--- src/rtl/fifo_mon_pkg.sv ---
// Shared types and constants for the shift-RAM FIFO protocol monitor.
package fifo_mon_pkg;

   localparam int ERR_W = 7;

   // Error code doubles as the bit index into err_pulse / err_sticky.
   typedef enum logic [2:0] {
      MUTEX    = 3'd0,
      WR_RANGE = 3'd1,
      RD_RANGE = 3'd2,
      RD_SEL   = 3'd3,
      COLLIDE  = 3'd4,
      OVF      = 3'd5,
      UNF      = 3'd6
   } err_code_e;

   // Default 11-level address windows, level 0 in the LSBs.
   localparam logic [120:0] LEVEL_MIN_DEFAULT = {
      11'd1536, 11'd1280, 11'd1024, 11'd768, 11'd640, 11'd512,
      11'd384,  11'd256,  11'd128,  11'd64,  11'd0
   };
   localparam logic [120:0] LEVEL_MAX_DEFAULT = {
      11'd1722, 11'd1449, 11'd1176, 11'd903, 11'd758, 11'd613,
      11'd468,  11'd323,  11'd178,  11'd97,  11'd16
   };

   // Number of entries a level can hold (inclusive window).
   function automatic logic [15:0] level_capacity(input logic [15:0] lo, input logic [15:0] hi);
      return hi - lo + 16'd1;
   endfunction

endpackage

--- src/rtl/fifo_mon_level.sv ---
// Per-level window check and occupancy tracking for the FIFO monitor.
module fifo_mon_level
   import fifo_mon_pkg::*;
#(
   parameter int                ADDR_W  = 11,
   parameter int                OCC_W   = 8,
   parameter logic [ADDR_W-1:0] LVL_MIN = '0,
   parameter logic [ADDR_W-1:0] LVL_MAX = '0
) (
   input  logic              clk_i,
   input  logic              reset_i,
   input  logic              wr_i,
   input  logic              rd_i,
   input  logic [ADDR_W-1:0] addra_i,
   input  logic [ADDR_W-1:0] addrb_i,
   output logic              wr_oor_o,
   output logic              rd_oor_o,
   output logic              ovf_o,
   output logic              unf_o,
   output logic [OCC_W-1:0]  occ_o
);

   localparam logic [OCC_W-1:0] CAP = OCC_W'(level_capacity(16'(LVL_MIN), 16'(LVL_MAX)));

   logic [ADDR_W:0]  wr_lo_s, wr_hi_s, rd_lo_s, rd_hi_s;
   logic [OCC_W-1:0] occ_d, occ_q;

   // Window compare via subtraction borrow; avoids constant-compare warnings when a bound is 0.
   always_comb begin
      wr_lo_s  = {1'b0, addra_i} - {1'b0, LVL_MIN};
      wr_hi_s  = {1'b0, LVL_MAX} - {1'b0, addra_i};
      rd_lo_s  = {1'b0, addrb_i} - {1'b0, LVL_MIN};
      rd_hi_s  = {1'b0, LVL_MAX} - {1'b0, addrb_i};
      wr_oor_o = wr_i & (wr_lo_s[ADDR_W] | wr_hi_s[ADDR_W]);
      rd_oor_o = rd_i & (rd_lo_s[ADDR_W] | rd_hi_s[ADDR_W]);
      ovf_o    = wr_i & ~rd_i & (occ_q == CAP);
      unf_o    = rd_i & ~wr_i & (occ_q == {OCC_W{1'b0}});
   end

   // Occupancy next state: +1 on lone write, -1 on lone read, hold when saturating.
   always_comb begin
      occ_d = occ_q;
      if (wr_i && !rd_i && !ovf_o) begin
         occ_d = occ_q + OCC_W'(1);
      end else if (rd_i && !wr_i && !unf_o) begin
         occ_d = occ_q - OCC_W'(1);
      end else begin
         occ_d = occ_q;
      end
   end

   // Occupancy register.
   always_ff @(posedge clk_i) begin
      if (reset_i) begin
         occ_q <= {OCC_W{1'b0}};
      end else begin
         occ_q <= occ_d;
      end
   end

   assign occ_o = occ_q;

endmodule

--- src/rtl/fifo_shift_ram_monitor.sv ---
// Protocol monitor for the multi-level shift-RAM FIFO: detection, priority encode, error records.
module fifo_shift_ram_monitor
   import fifo_mon_pkg::*;
#(
   parameter int                             NUM_LEVELS = 11,
   parameter int                             ADDR_W     = 11,
   parameter int                             SEL_W      = 4,
   parameter int                             OCC_W      = 8,
   parameter logic [NUM_LEVELS*ADDR_W-1:0]   LEVEL_MIN  = LEVEL_MIN_DEFAULT,
   parameter logic [NUM_LEVELS*ADDR_W-1:0]   LEVEL_MAX  = LEVEL_MAX_DEFAULT
) (
   input  logic                          clk,
   input  logic                          reset,
   input  logic                          enable,
   input  logic                          clear,
   input  logic                          ram_we,
   input  logic                          ram_re,
   input  logic [NUM_LEVELS-1:0]         push,
   input  logic [ADDR_W-1:0]             addra,
   input  logic [ADDR_W-1:0]             addrb,
   input  logic [SEL_W-1:0]              sel,
   output logic [ERR_W-1:0]              err_pulse,
   output logic [ERR_W-1:0]              err_sticky,
   output logic [15:0]                   err_count,
   output logic                          first_valid,
   output logic [2:0]                    first_code,
   output logic [3:0]                    first_level,
   output logic [ADDR_W-1:0]             first_addr,
   output logic [NUM_LEVELS*OCC_W-1:0]   occ
);

   logic [NUM_LEVELS-1:0] wr_s, rd_s, wr_oor_s, rd_oor_s, ovf_s, unf_s;
   logic [ERR_W-1:0]      err_s;
   logic [2:0]            code_s;
   logic [3:0]            wr_lvl_s, ovf_lvl_s, lvl_s;
   logic [ADDR_W-1:0]     addr_s;

   logic [ERR_W-1:0]      err_pulse_q, err_sticky_q;
   logic [15:0]           err_count_q;
   logic                  first_valid_q;
   logic [2:0]            first_code_q;
   logic [3:0]            first_level_q;
   logic [ADDR_W-1:0]     first_addr_q;

   for (genvar g = 0; g < NUM_LEVELS; g++) begin : g_lvl
      assign wr_s[g] = enable & ram_we & push[g];
      assign rd_s[g] = enable & ram_re & (sel == SEL_W'(g));

      fifo_mon_level #(
         .ADDR_W  (ADDR_W),
         .OCC_W   (OCC_W),
         .LVL_MIN (LEVEL_MIN[g*ADDR_W +: ADDR_W]),
         .LVL_MAX (LEVEL_MAX[g*ADDR_W +: ADDR_W])
      ) u_level (
         .clk_i    (clk),
         .reset_i  (reset),
         .wr_i     (wr_s[g]),
         .rd_i     (rd_s[g]),
         .addra_i  (addra),
         .addrb_i  (addrb),
         .wr_oor_o (wr_oor_s[g]),
         .rd_oor_o (rd_oor_s[g]),
         .ovf_o    (ovf_s[g]),
         .unf_o    (unf_s[g]),
         .occ_o    (occ[g*OCC_W +: OCC_W])
      );
   end

   // Per-code error detection for the current input cycle.
   always_comb begin
      err_s           = {ERR_W{1'b0}};
      err_s[MUTEX]    = enable & ram_we & (|(push & (push - NUM_LEVELS'(1))));
      err_s[WR_RANGE] = |wr_oor_s;
      err_s[RD_RANGE] = |rd_oor_s;
      err_s[RD_SEL]   = enable & ram_re & ({1'b0, sel} >= (SEL_W+1)'(NUM_LEVELS));
      err_s[COLLIDE]  = enable & ram_we & ram_re & (addra == addrb);
      err_s[OVF]      = |ovf_s;
      err_s[UNF]      = |unf_s;
   end

   // Priority encode: lowest error code, lowest level, and the address of the offending side.
   always_comb begin
      code_s    = 3'd0;
      wr_lvl_s  = 4'd0;
      ovf_lvl_s = 4'd0;
      for (int k = ERR_W - 1; k >= 0; k--) begin
         code_s = err_s[k] ? 3'(k) : code_s;
      end
      for (int i = NUM_LEVELS - 1; i >= 0; i--) begin
         wr_lvl_s  = wr_oor_s[i] ? 4'(i) : wr_lvl_s;
         ovf_lvl_s = ovf_s[i]    ? 4'(i) : ovf_lvl_s;
      end
      case (code_s)
         WR_RANGE:               lvl_s = wr_lvl_s;
         OVF:                    lvl_s = ovf_lvl_s;
         RD_RANGE, RD_SEL, UNF:  lvl_s = 4'(sel);
         default:                lvl_s = 4'd0;
      endcase
      case (code_s)
         RD_RANGE, RD_SEL, UNF:  addr_s = addrb;
         default:                addr_s = addra;
      endcase
   end

   // Error pulse, sticky, saturating count and first-error capture.
   always_ff @(posedge clk) begin
      if (reset) begin
         err_pulse_q   <= {ERR_W{1'b0}};
         err_sticky_q  <= {ERR_W{1'b0}};
         err_count_q   <= 16'd0;
         first_valid_q <= 1'b0;
         first_code_q  <= 3'd0;
         first_level_q <= 4'd0;
         first_addr_q  <= {ADDR_W{1'b0}};
      end else begin
         err_pulse_q <= err_s;
         if (clear) begin
            err_sticky_q  <= {ERR_W{1'b0}};
            err_count_q   <= 16'd0;
            first_valid_q <= 1'b0;
            first_code_q  <= 3'd0;
            first_level_q <= 4'd0;
            first_addr_q  <= {ADDR_W{1'b0}};
         end else begin
            err_sticky_q <= err_sticky_q | err_s;
            if ((|err_s) && (err_count_q != 16'hFFFF)) begin
               err_count_q <= err_count_q + 16'd1;
            end
            if (!first_valid_q && (|err_s)) begin
               first_valid_q <= 1'b1;
               first_code_q  <= code_s;
               first_level_q <= lvl_s;
               first_addr_q  <= addr_s;
            end
         end
      end
   end

   assign err_pulse   = err_pulse_q;
   assign err_sticky  = err_sticky_q;
   assign err_count   = err_count_q;
   assign first_valid = first_valid_q;
   assign first_code  = first_code_q;
   assign first_level = first_level_q;
   assign first_addr  = first_addr_q;

endmodule

--- config.mk ---
export PLATFORM = sky130hd
export DESIGN_NAME = fifo_shift_ram_monitor
export DESIGN_NICKNAME = d
export VERILOG_FILES = /design/src/rtl/fifo_mon_pkg.sv /design/src/rtl/fifo_mon_level.sv /design/src/rtl/fifo_shift_ram_monitor.sv
export SDC_FILE = /design/constraint.sdc
export NUM_CORES = 1
export LEC_CHECK = 0
export CAP_MARGIN = 20
export CELL_PAD_IN_SITES_DETAIL_PLACEMENT = 0
export CELL_PAD_IN_SITES_GLOBAL_PLACEMENT = 1
export CORE_MARGIN = 2
export CORE_UTILIZATION = 45
export CTS_BUF_LIST = sky130_fd_sc_hd__clkbuf_4 sky130_fd_sc_hd__clkbuf_8
export CTS_CLUSTER_SIZE = 20
export DETAILED_ROUTE_END_ITERATION = 7
export DONT_BUFFER_PORTS = 1
export GPL_TIMING_DRIVEN = 0
export HOLD_SLACK_MARGIN = 0.08
export PLACE_DENSITY_LB_ADDON = 0.1
export SLEW_MARGIN = 20
export SYNTH_ARGS = -nofsm -noshare
export SYNTH_HDL_FRONTEND = slang
export SYNTH_HIERARCHICAL = 1
export SYNTH_SLANG_ARGS = --single-unit
--- constraint.sdc ---
create_clock -name clk -period 2.96 [get_ports clk]
set_input_delay 0.148 -clock clk [delete_from_list [all_inputs] [get_ports clk]]
set_output_delay 0.148 -clock clk [all_outputs]
set_load 0.005 [all_outputs]
* Word-level counts from Yosys, hierarchy flattened
Index checks and enable logic that the tools add are counted.
Cells by class: bitwise logic cells 138, reductions and logical operators 122, magnitude comparators 1, muxes and demuxes 53, add/sub/neg operators 66, eq/ne operators 28
Operators with widths (number):
- two-way mux 8 bit | 22
- AND 1 bit | 94
- adder 8 x 1 -> 8 bit, second input constant | 11
- logical NOT 8 bit | 11
- two-way mux 4 bit | 22
- subtractor 8 x 1 -> 8 bit, second input constant | 11
- subtractor 10 x 11 -> 12 bit, first input constant | 6
- subtractor 11 x 10 -> 12 bit, second input constant | 6
- subtractor 11 x 11 -> 12 bit, first input constant | 6
- subtractor 11 x 11 -> 12 bit, second input constant | 6
- OR reduction 11 bit | 5
- subtractor 11 x 9 -> 12 bit, second input constant | 4
- subtractor 9 x 11 -> 12 bit, first input constant | 4
- OR reduction 47 bit | 1
- logical AND 1 bit | 46
- logical NOT 1 bit | 45
- equality test 8 x 7 -> 1 bit, second input constant | 4
- equality test 8 bit, second input constant | 4
- subtractor 11 x 7 -> 12 bit, second input constant | 2
- subtractor 11 x 8 -> 12 bit, second input constant | 2
- subtractor 5 x 11 -> 12 bit, first input constant | 2
- subtractor 7 x 11 -> 12 bit, first input constant | 2
- subtractor 8 x 11 -> 12 bit, first input constant | 2
- inverter 1 bit | 22
- 24 further kinds | 68
Word-level totals: flip-flop bits (word level) 137, output and inout port bits 137

* Logic depth before layout (Yosys ltp)
depth in word-level cells 17, depth in mapped cells 16

* Cells and area by module
The synthesis kept the hierarchy.
By module, submodules not included:
- fifo_shift_ram_monitor | sequential area each 980.9 µm², times used 1, cells each 348, area each 2865.2 µm²
- fifo_mon_level (g_lvl[6].u_level) | sequential area each 160.2 µm², times used 1, cells each 105, area each 892.1 µm²
- fifo_mon_level (g_lvl[4].u_level) | sequential area each 160.2 µm², times used 1, cells each 101, area each 852.1 µm²
- fifo_mon_level (g_lvl[5].u_level) | sequential area each 160.2 µm², times used 1, cells each 96, area each 827.0 µm²
- fifo_mon_level (g_lvl[8].u_level) | sequential area each 160.2 µm², times used 1, cells each 92, area each 767.0 µm²
- fifo_mon_level (g_lvl[10].u_level) | sequential area each 160.2 µm², times used 1, cells each 89, area each 743.2 µm²
- fifo_mon_level (g_lvl[2].u_level) | sequential area each 160.2 µm², times used 1, cells each 83, area each 734.5 µm²
- fifo_mon_level (g_lvl[0].u_level) | sequential area each 160.2 µm², times used 1, cells each 86, area each 733.2 µm²
- fifo_mon_level (g_lvl[1].u_level) | sequential area each 160.2 µm², times used 1, cells each 89, area each 726.9 µm²
- fifo_mon_level (g_lvl[7].u_level) | sequential area each 160.2 µm², times used 1, cells each 81, area each 716.9 µm²
- fifo_mon_level (g_lvl[3].u_level) | sequential area each 160.2 µm², times used 1, cells each 81, area each 714.4 µm²
- fifo_mon_level (g_lvl[9].u_level) | sequential area each 160.2 µm², times used 1, cells each 85, area each 714.4 µm²

* Least setup slack after synthesis
No wires, ideal clock.
path kind input port to flip-flop, start point input addra[10], end point register err_count_q[6], in the netlist err_count[6], stages on the path 12, path buffers 3, data arrival time 3009 ps, setup slack -164 ps, data required time 2845 ps, path through or4b_2 o31a_1 or4_4 or3_4 nor3_4 and3_1 buf_6 a21o_4 buf_8 buf_12 nor4_1 o21a_1
On the way: word-level cells in the longest chain between the ends 5
RTL lines:
- from (decl) | RTL line fifo_shift_ram_monitor.sv:19 | input logic [ADDR_W-1:0] addra,
- subtractor 11 x 8 -> 12 bit / subtractor 8 x 11 -> 12 bit (equally long branches) | RTL line fifo_mon_level.sv:30, fifo_mon_level.sv:31
- bitwise OR 1 bit * | RTL line fifo_mon_level.sv:34 | wr_oor_o = wr_i & (wr_lo_s[ADDR_W] | wr_hi_s[ADDR_W]);
- AND 1 bit * | RTL line fifo_mon_level.sv:34
- via wr_oor_s[2] | RTL line fifo_shift_ram_monitor.sv:32 | logic [NUM_LEVELS-1:0] wr_s, rd_s, wr_oor_s, rd_oor_s, ovf_s, unf_s;
- OR reduction 47 bit * | RTL line fifo_shift_ram_monitor.sv:126 | if ((|err_s) && (err_count_q != 16'hFFFF)) begin
- logical AND 1 bit * | RTL line fifo_shift_ram_monitor.sv:126
- to (signal assigned) | RTL line fifo_shift_ram_monitor.sv:127 | err_count_q <= err_count_q + 16'd1;
- to (decl) | RTL line fifo_shift_ram_monitor.sv:39 | logic [15:0] err_count_q;
The timed path passes the listed nets; every way through them passes the cells marked *. A chain may end at the register's enable or synchronous reset.

* Worst setup path after layout
start point input sel[0], end point register first_addr_q[8], in the netlist first_addr[8]
On the way: word-level cells in the longest chain between the ends 15
RTL lines:
- from (decl) | RTL line fifo_shift_ram_monitor.sv:21 | input logic [SEL_W-1:0] sel,
- equality test 4 x 3 -> 1 bit * | RTL line fifo_shift_ram_monitor.sv:47 | assign rd_s[g] = enable & ram_re & (sel == SEL_W'(g));
- AND 1 bit * | RTL line fifo_shift_ram_monitor.sv:47
- via rd_s[4] | RTL line fifo_shift_ram_monitor.sv:32
- inverter 1 bit * | RTL line fifo_mon_level.sv:36 | ovf_o = wr_i & ~rd_i & (occ_q == CAP);
- AND 1 bit * (2 in a row) | RTL line fifo_mon_level.sv:36
- via ovf_s[4] | RTL line fifo_shift_ram_monitor.sv:32
- OR reduction 11 bit | RTL line fifo_shift_ram_monitor.sv:77 | err_s[OVF] = |ovf_s;
- two-way mux 3 bit (6 in a row) | RTL line fifo_shift_ram_monitor.sv:87 | code_s = err_s[k] ? 3'(k) : code_s;
- equality test 3 x 2 -> 1 bit / equality test 3 bit (equally long branches) | RTL line fifo_shift_ram_monitor.sv:99 | case (code_s)
- OR reduction 3 bit | RTL line fifo_shift_ram_monitor.sv:99
- two-way mux 11 bit | RTL line fifo_shift_ram_monitor.sv:99
- to (signal assigned) | RTL line fifo_shift_ram_monitor.sv:114 | first_addr_q <= {ADDR_W{1'b0}};
- to (signal assigned) | RTL line fifo_shift_ram_monitor.sv:123 | first_addr_q <= {ADDR_W{1'b0}};
- to (signal assigned) | RTL line fifo_shift_ram_monitor.sv:133 | first_addr_q <= addr_s;
- to (decl) | RTL line fifo_shift_ram_monitor.sv:43 | logic [ADDR_W-1:0] first_addr_q;
Marks and branches as above.

==> summary.md <==
| Metric | Value |
|---|---|
| Status | finished clean |
| CP Max Fanout | 10 |
| Post-synthesis cell count | 1,336 |
| Number of DRC markers after the initial detailed-route iteration | 722 |
| Max VDD drop | 243 uV |
| CP Capture Type | flop |
| Largest net degree at the start of global routing | 20 |
| P_int | between 3 and 4 mW |
| Drt total wl | 34.2 mm |
| DR WL/cell | 19.7 um |
| Initial antenna violation count | 1 |
| # DRC | 0 |
| Clock Latency Late Sink | 0.45 ns |
| Vias | ~11,000 |
| Fmax | roughly 0.35 GHz |
| First-pass GRT wire length | 54.0 mm |
| Fraction of layout cells with a size suffix above 1 | 0.166 |
| Synthesized flop and latch total | about 140 |
| Core ar. | 24,500 um2 |
| Fin crit period | 2.89 ns |
| Most frequent cell after synthesis | nor2_1 |
| Root Driver | clkbuf_8 |
| Setup CP Type | in -> reg |
| Final core occ | 0.525 |
| Final hold slack | 0.106 ns |
| Net Count, Synth | 1,462 |
| Crit share post-route | 0.975 |
| Dpl cells | 1,660 |
| IO Count | 180 |
| EDFF count, synth | 0 |
| Antenna-violating nets left | 0 |
| Critical-path cell list | clkbuf_1, nor3_1, nand2b_1, nor3_4, nor4_2, and3_1, a311oi_2, nor3_4, buf_6, mux2i_1, a21oi_1 |
| Worst Hold Class | in -> reg |
| Final Non-Filler Cells | 1,739 |
| Largest cells by area after synthesis | dfxtp_1 (24%), ha_1 (8.0%), nor2_1 (4.9%) |
| Die width | around 160 um |
| Yosys cell types | 118 |
| Commonest cells post-synth | nor2_1 (146), dfxtp_1 (137), a21oi_1 (87) |
| Mapped cell area | 11,300 um2 |
| Number of max-cap violations | 0 |
| Slew @ Worst Pin | 1.04 ns |
| Switching pwr | 1.90 mW |
| Die Area | between 20,000 and 30,000 um2 |
| CTS tree | built |
| Area growth, synth to finish | 13.8% |
| Clock transition at path regs | 0.09 ns |
| Max_slew headroom | 0.303 |
| Yosys warns | 6 |
| Leak | ~4.9 nW |
| Seq/Total Area, Yosys | 0.243 |
| First-pass DRT Iterations | 5 |
| NumNets Final | 1,528 |
| Grt ovf | 0 |
| DP Wirelength | 25.3 mm |
| Worst setup SP type | input pin |
| Worst Skew | ~0.019 ns |
| Maximum root-to-sink buffer count | 2 |
| CTS buffer count | 17 |
| RSZ-0062 raised after global routing | yes |
| Final setup TNS | 0 ns |
| Sequential share of power | 0.403 |
| Clock power frac | 0.291 |
| Synth async-reset ratio | 0 |
| Core Rows | 57 |
| Critical path arrival | 3.22 ns |
| Total track usage | 0.256 |
| Vias in the first global route | 9,923 |
| Clock sink total | roughly 140 |
| Port bufs | 0 |
| Vias/cell | 6.06 |
| Post-Syn Area per Cell | 8.45 um2 |
| Starting density of the core | 0.461 |
| Sw frac | 0.358 |
| CTS H-tree lvls | 4 |
| Worst EP required | 3.29 ns |
| Max incr delay on CP | between 0.6 and 0.7 ns |
| Comb pwr share | 0.306 |
| Ant diodes | 0 |
| Setup violations, final | 0 |
| Gp weighted congestion | approximately 0.89 |
| Die H | 162 um |
| Pwr/cell area | about 410 nW/um2 |
| Final Hold Viols | 0 |
| Critical-path top delay cell | nor3_1 |
| Slew Viols, Final | 0 |
| Most used cell along the critical path | nor3_4 |
| Top-area cell type share of the netlist area | 0.243 |
| Cell taking the most area after synthesis | dfxtp_1 |
| Post-synth top flop | dfxtp_1 |
cell type report:
cell class | instances | area (um2)
timing repair buffer | 47 | 443
fill | 2374 | 11600
clock inverter | 14 | 135
tap | 324 | 405
buffer | 35 | 265
inverter | 41 | 176
clock buffer | 18 | 241
sequential | 137 | 2770
multi-input combinational | 1123 | 8410
metrics by stage:
step / instance area [um2] / total power [mW] / setup WS (ns)
6_report: 12800 / 5.32 / 0.0735
3_5_place_dp: 11700 / 3.66 / -0.669
3_3_place_gp: 11700 / 3.64 / -0.655
5_1_grt: 12800 / 5.69 / -0.0569
2_1_floorplan: 11300 / 3.36 / -0.0567
4_1_cts: 12600 / 5.32 / 0.0134
logic make-up after synthesis:
group / synth area share
multiplexers: 0.0295
buffers and inverters: 0.0389
XOR/XNOR: 0.0388
AO/OA/AOI/OAI: 0.271
AND/OR/NAND/NOR: 0.279
flip-flops: 0.243
adder cells (fa/ha/maj): 0.100
worst max-delay path, delay by kind of cell:
kind,cells,cell delay [ns]
mux,1,0.23
compound gates,2,0.29
simple gates,6,2.13
buf+inv,2,0.42
final timing paths:
check	start	slack, ns	end	cells after the start
max	sel[0]	0.07	first_addr[8]	11
min	reset	0.11	g_lvl[7].u_level/occ_o[3]	2
max reg2reg	g_lvl[4].u_level/occ_o[1]	0.08	g_lvl[4].u_level/occ_o[5]	9
min reg2reg	err_sticky[5]	0.50	err_sticky[5]	2
metal layers:
| metal | GRT usage | up-vias | part of all wire |
|---|---|---|---|
| met1 | 0.325 | 4961 | 0.44 |
| met3 | 0.0800 | 34 | 0.075 |
| li1 | - | 5258 | - |
| met4 | 0.0756 | 0 | 0.021 |
| met2 | 0.417 | 279 | 0.46 |
| met5 | 0 | - | 0 |
cells in the final DEF, fill, tap and decap left out, types with 12 or more instances in the layout:
master and instances:
nand4_1 12, nor3_1 43, ha_1 71, a31oi_1 18, dfxtp_1 122, buf_4 21
nand2_1 58, clkbuf_8 17, a21boi_0 17, o21bai_1 12, nand3_1 42, xor2_1 27
a21o_1 19, dlygate4sd3_1 29, a211oi_1 28, mux2i_1 31, nor2_1 140, o21a_1 23
inv_1 34, nor2b_1 21, or4_4 12, nor4_1 21, xnor2_1 23, nand2b_1 27
and3_1 19, a21oi_1 85, a21oi_2 12, o21ai_0 56, dfxtp_2 13, o211ai_1 18
power by group through the flow:
stage	combinational, mW	sequential, mW	clock (mW)
floorplan	1.24	2.12	0
global placement	1.47	2.18	0
detailed placement	1.48	2.18	0
CTS	1.58	2.14	1.60
global route	1.82	2.16	1.70
finish	1.63	2.14	1.55
sequential cells by signal, indices dropped and copies added, names as in the netlist:
register and cells:
err_count 16, err_pulse 7, err_sticky 7, first_addr 11
first_code 3, first_level 4, first_valid 1, g_lvl.u_level/occ_o 88
repair_timing:
item,in CTS,in global routing
endpoints found under the hold margin,70,0
pin swaps,12,14
cloned,0,1
setup buffers,9,8
hold buffers,29,0
endpoints found under the setup margin,33,36
gates resized for setup,42,36
(Power assumes the default switching activity.)
